===== src/rtl/menu_loader.sv =====
// Menu image loader: finds SYNC_BYTE, reads a 20-bit big-endian pixel count,
// writes one 6-bit pixel per data byte and verifies a trailing XOR checksum.
module menu_loader #(
  parameter logic [7:0] SYNC_BYTE      = 8'hA5,
  parameter int         MAX_PIXELS     = 104796,
  parameter int         TIMEOUT_CYCLES = 6500000
) (
  input  logic        pclk,
  input  logic        rst,
  input  logic        start,
  input  logic [7:0]  rx_data,
  input  logic        rx_valid,
  output logic [19:0] wr_addr,
  output logic [5:0]  wr_data,
  output logic        wr_en,
  output logic        busy,
  output logic        done,
  output logic        error
);

  localparam int               GAP_W    = $clog2(TIMEOUT_CYCLES + 1);
  localparam logic [19:0]      MAX_N    = 20'(MAX_PIXELS);
  localparam logic [GAP_W-1:0] GAP_LAST = GAP_W'(TIMEOUT_CYCLES - 1);

  typedef enum logic [3:0] {
    IDLE  = 4'd0,
    SYNC  = 4'd1,
    HDR0  = 4'd2,
    HDR1  = 4'd3,
    HDR2  = 4'd4,
    DATA  = 4'd5,
    CHECK = 4'd6,
    DONE  = 4'd7,
    ERROR = 4'd8
  } state_t;

  state_t           state_r;
  state_t           state_next_s;
  logic [19:0]      count_r;
  logic [19:0]      index_r;
  logic [7:0]       xor_r;
  logic [GAP_W-1:0] gap_r;
  logic             timeout_s;
  logic [19:0]      hdr_n_s;
  logic [19:0]      wr_addr_r;
  logic [5:0]       wr_data_r;
  logic             wr_en_r;
  logic             busy_r;
  logic             done_r;
  logic             error_r;

  function automatic logic [7:0] xor_fold(input logic [7:0] acc, input logic [7:0] b);
    return acc ^ b;
  endfunction

  function automatic logic is_busy(input state_t s);
    case (s)
      IDLE, DONE, ERROR: return 1'b0;
      default:           return 1'b1;
    endcase
  endfunction

  // Next-state decode; a byte arriving on the last allowed cycle beats the timeout.
  always_comb begin
    state_next_s = state_r;
    timeout_s    = (gap_r == GAP_LAST) && !rx_valid;
    hdr_n_s      = {count_r[19:8], rx_data};
    case (state_r)
      IDLE: begin
        if (start) state_next_s = SYNC;
        else       state_next_s = IDLE;
      end
      SYNC: begin
        if (rx_valid && (rx_data == SYNC_BYTE)) state_next_s = HDR0;
        else if (timeout_s)                     state_next_s = ERROR;
        else                                    state_next_s = SYNC;
      end
      HDR0, HDR1: begin
        if (rx_valid)       state_next_s = (state_r == HDR0) ? HDR1 : HDR2;
        else if (timeout_s) state_next_s = ERROR;
        else                state_next_s = state_r;
      end
      HDR2: begin
        if (rx_valid) begin
          if ((hdr_n_s == 20'd0) || (hdr_n_s > MAX_N)) state_next_s = ERROR;
          else                                         state_next_s = DATA;
        end else if (timeout_s) begin
          state_next_s = ERROR;
        end else begin
          state_next_s = HDR2;
        end
      end
      DATA: begin
        if (rx_valid) begin
          if (index_r == (count_r - 20'd1)) state_next_s = CHECK;
          else                              state_next_s = DATA;
        end else if (timeout_s) begin
          state_next_s = ERROR;
        end else begin
          state_next_s = DATA;
        end
      end
      CHECK: begin
        if (rx_valid)       state_next_s = (rx_data == xor_r) ? DONE : ERROR;
        else if (timeout_s) state_next_s = ERROR;
        else                state_next_s = CHECK;
      end
      DONE, ERROR: begin
        if (start) state_next_s = SYNC;
        else       state_next_s = state_r;
      end
      default: state_next_s = IDLE;
    endcase
  end

  // State register.
  always_ff @(posedge pclk) begin
    if (rst) state_r <= IDLE;
    else     state_r <= state_next_s;
  end

  // Status flags; error follows the ERROR state so a start out of ERROR clears it.
  always_ff @(posedge pclk) begin
    if (rst) begin
      busy_r  <= 1'b0;
      done_r  <= 1'b0;
      error_r <= 1'b0;
    end else begin
      busy_r  <= is_busy(state_next_s);
      done_r  <= (state_r == CHECK) && (state_next_s == DONE);
      error_r <= (state_next_s == ERROR);
    end
  end

  // Byte-gap counter, idle at zero outside an active frame.
  always_ff @(posedge pclk) begin
    if (rst) begin
      gap_r <= '0;
    end else if (rx_valid || !is_busy(state_r)) begin
      gap_r <= '0;
    end else begin
      gap_r <= gap_r + GAP_W'(1);
    end
  end

  // Header capture, pixel writes and checksum accumulation.
  always_ff @(posedge pclk) begin
    if (rst) begin
      count_r   <= 20'd0;
      index_r   <= 20'd0;
      xor_r     <= 8'd0;
      wr_addr_r <= 20'd0;
      wr_data_r <= 6'd0;
      wr_en_r   <= 1'b0;
    end else begin
      wr_en_r <= 1'b0;
      if (rx_valid) begin
        case (state_r)
          HDR0: count_r <= {rx_data[3:0], 16'h0000};
          HDR1: count_r[15:8] <= rx_data;
          HDR2: begin
            count_r[7:0] <= rx_data;
            index_r      <= 20'd0;
            xor_r        <= 8'd0;
          end
          DATA: begin
            wr_en_r   <= 1'b1;
            wr_addr_r <= index_r;
            wr_data_r <= rx_data[5:0];
            xor_r     <= xor_fold(xor_r, rx_data);
            if (state_next_s == DATA) index_r <= index_r + 20'd1;
          end
          default: ;
        endcase
      end
    end
  end

  assign wr_addr = wr_addr_r;
  assign wr_data = wr_data_r;
  assign wr_en   = wr_en_r;
  assign busy    = busy_r;
  assign done    = done_r;
  assign error   = error_r;

endmodule


===== config.mk =====
export PLATFORM = sky130hd
export DESIGN_NAME = menu_loader
export DESIGN_NICKNAME = d
export VERILOG_FILES = /design/src/rtl/menu_loader.sv
export SDC_FILE = /design/constraint.sdc
export NUM_CORES = 1
export LEC_CHECK = 0
export ABC_AREA = 1
export CORE_MARGIN = 2
export CORE_UTILIZATION = 60
export DETAILED_ROUTE_END_ITERATION = 7
export DONT_BUFFER_PORTS = 1
export PLACE_DENSITY = 0.76
export REMOVE_ABC_BUFFERS = 1
export SETUP_SLACK_MARGIN = 0.02
export SLEW_MARGIN = 20
export SYNTH_ARGS = -nofsm -noshare
export SYNTH_HDL_FRONTEND = slang
export SYNTH_SLANG_ARGS = --single-unit

===== constraint.sdc =====
create_clock -name pclk -period 2.8 [get_ports pclk]
set_input_delay 0.56 -clock pclk [delete_from_list [all_inputs] [get_ports pclk]]
set_output_delay 0.56 -clock pclk [all_outputs]
set_load 0.1 [all_outputs]

==> results.json <==
{
  "outcome": "complete, no violations",
  "detail_route.iter0.violations": 453,
  "post_layout_nonfiller_instances": 987,
  "worst-setup-path-type": "reg2reg",
  "synth_seq_area_share_pct": 36.2,
  "grt_start_max_net_pins": 43,
  "pin_count": 42,
  "final_net_count": 869,
  "firstDrtPassIters": 5,
  "synth_most_common_cell": "nand2_1",
  "setup.worst_path.start": "count_r[0]$_SDFFE_PP0P_",
  "deepest_level_of_the_cts_h_tree": 3,
  "yosys_register_bits": 105,
  "path_common_cell": "nor2_1",
  "synthTopCellsByArea": "dfxtp_1 36%, nand2_1 9.6%, nor2_1 9.0%",
  "clock_sink_count": 105,
  "routabilityCongestion": 0.941,
  "pwr-share-seq_pct": 60.3,
  "cp_data_arrival_time_ps": 2770,
  "slew_violations": 0,
  "tns_ps": 0,
  "netlist-cell-type-count": 39,
  "internal-power_mw": 1.88,
  "final.setup_skew_ps": 9.60,
  "cts_made_buffers": 9,
  "holdBufCountCts": 0,
  "floorplan.rows": 35,
  "die_w_um": 102,
  "timing.max_cap.violations": 0,
  "route.final.wire_length_mm": 15.2,
  "port_buffers": 0,
  "syn_inst": 857,
  "ir_worst_vdd_mv": 0.396,
  "ys_dominant_reg_cell": "dfxtp_1",
  "maxSlewHeadroom_pct": 34.9,
  "crit_family": "simple AND/OR/NAND/NOR gates",
  "r2r-start": "count_r[0]$_SDFFE_PP0P_",
  "post_route_cells_drive_above_1_share_pct": 9.91,
  "power_switching_mw": 0.626,
  "die_h_um": 102,
  "clock_pin_slew_of_the_registers_on_the_worst_case_setup_and_hold_paths_ps": 110,
  "share_comb_of_total_power_pct": 2.7,
  "synth_top_cells_by_count": "149 x nand2_1, 140 x nor2_1, 105 x dfxtp_1",
  "power_density_nw_per_um2": 407,
  "clockRootBuffer": "clkbuf_8",
  "cts_tree": "built",
  "route.detailed.drc": 0,
  "period_minus_slack_ps": 2470,
  "place_hpwl_mm": 11.3,
  "synth_largest_area_cell": "dfxtp_1",
  "timing_hold_violations_final": 0,
  "hp-start": "rst",
  "timing.reg2reg.setup_slack_ps": 330,
  "fillCellCount": 859,
  "critical_path_peak_fanout": 19,
  "share_of_the_clock_period_used_by_the_worst_path_pct": 88.3,
  "clock_power_share_pct": 37.0,
  "synth-edff-count": 0,
  "tightest_slew_ps": 975,
  "mappedNetlistArea_sq_um": 5810,
  "ys_async_sr_fraction_pct": 0,
  "core_sq_um": 9330,
  "grt_pass1_wl_mm": 24.8,
  "cp-start-kind": "flip-flop",
  "cts.path.max_buffers": 2,
  "post_cts_resize_count": 0,
  "start_util_pct": 62.3,
  "fmax_mhz": 404,
  "n_antenna_cell": 0,
  "antenna_found_initial": 0,
  "routedWlPerCell_um": 15.4,
  "leakagePower_nw": 2.45,
  "crit_path_buf_inv_count": 2,
  "ant_nets": 0,
  "grt_setup_unrepaired": "true",
  "syn2layout_area_growth_pct": 5.71,
  "min_path_type": "in2reg",
  "slowest_stage": "dfxtp_1",
  "critPathCaptureType": "flip-flop",
  "worstPathRequired_ps": 3090,
  "synth.avg_cell_area_sq_um": 6.78,
  "swShare_pct": 25.0,
  "worstSkewPairLatency_ps": 390,
  "yosysTopAreaCellShare_pct": 36.2,
  "post-cts-setup-buffers": 0,
  "slowest_stage_delay_cp_ps": 320,
  "vias": 5574,
  "grt-ovfl-total": 0,
  "path_cells": "inv_1, ha_1, nand2_2, nor2_8, nand3_1, nand2_1, nand2_1, nor2_1, nand3_1, nor2_2, nand3_2, nand2_2, nand3_4, nand2_8, inv_1, nor2_1, nor2_1",
  "design.die.area_sq_um": 10500,
  "numPlacedInstances": 972,
  "first_global_vias": 5071,
  "via_per_inst": 5.65,
  "yosysWarnings": 0,
  "timing.final.setup_violations": 0,
  "global_route.usage.total_pct": 30.6
}
layout by cell type, fill, tap and decap left out, drive strengths merged:
cell type / n
a211oi: 7
a21oi: 57
clkinvlp: 1
nand4: 14
o22ai: 9
xor2: 23
nor2: 153
a32o: 3
a31oi: 4
o21bai: 1
inv: 100
nor3: 22
o21a: 3
o21ai: 51
or2: 1
nor3b: 6
buf: 18
dfxtp: 105
nor4: 7
nand2: 167
ha: 3
clkinv: 1
clkbuf: 10
xnor2: 17
nand3b: 4
nand3: 71
layer usage:
| metal | track usage [%] | up-vias | part of all wire [%] |
|---|---|---|---|
| met2 | 49.1 | 263 | 45 |
| met3 | 4.86 | 27 | 8.3 |
| met1 | 42.2 | 2519 | 45 |
| met4 | 10.2 | 0 | 1.8 |
| met5 | 0 | - | 0 |
| li1 | - | 2765 | - |
power by group through the flow:
stage	Clock (mW)	Sequential [mW]	Combinational [mW]
after floorplan	0	1.54	0.0457
after detailed placement	0	1.54	0.0668
final	0.925	1.51	0.0681
after CTS	0.933	1.51	0.0673
after global placement	0	1.54	0.0663
after global routing	0.986	1.51	0.0755
area by class of cell:
type / instances / area [sq um] / share of cell area (%)
clock buffer: 10 / 138 / 2.24
inverter: 97 / 364 / 5.93
multi-input combinational: 623 / 3200 / 52.0
tap: 129 / 161 / 2.63
timing repair buffer: 18 / 135 / 2.20
clock inverter: 5 / 47.5 / 0.774
sequential: 105 / 2100 / 34.2
logic make-up (layout without fill, tap and decap cells):
kind of cell	count (synthesis)	count (layout)	share of synthesized area [%]
AND/OR/NAND/NOR	445	445	34.9
AO/OA/AOI/OAI	135	135	13.3
buffers and inverters	129	130	8.98
flip-flops	105	105	36.2
XOR/XNOR	40	40	6.03
adder cells (fa/ha/maj)	3	3	0.646
registers in the layout, summed over array words and instances (netlist names):
signal and cells:
done 1, wr_data 6, wr_addr 20, state_r 4, wr_en 1, xor_r 8
count_r 20, gap_r 23, index_r 20, error 1, busy 1
stage by stage:
step | hold WS [ps] | instance area [sq um] | power (mW) | utilization [%] | setup slack, ps
5_1_grt | 198 | 6140 | 2.57 | 65.9 | 19.5
4_1_cts | 207 | 6140 | 2.51 | 65.9 | 350
2_1_floorplan | 418 | 5650 | 1.59 | - | -523
3_3_place_gp | 432 | 5960 | 1.61 | 63.9 | 454
3_5_place_dp | 457 | 5960 | 1.61 | 63.9 | 376
6_report | 219 | 6140 | 2.50 | 65.9 | 327
final timing paths:
check,cells past startpoint,endpoint
max reg2reg,17,index_r[0]$_SDFFE_PP0P_
max,17,index_r[0]$_SDFFE_PP0P_
min,1,index_r[15]$_SDFFE_PP0P_
min reg2reg,1,gap_r[0]$_SDFF_PP0_
Note: power is estimated with default switching activity, not from simulation.
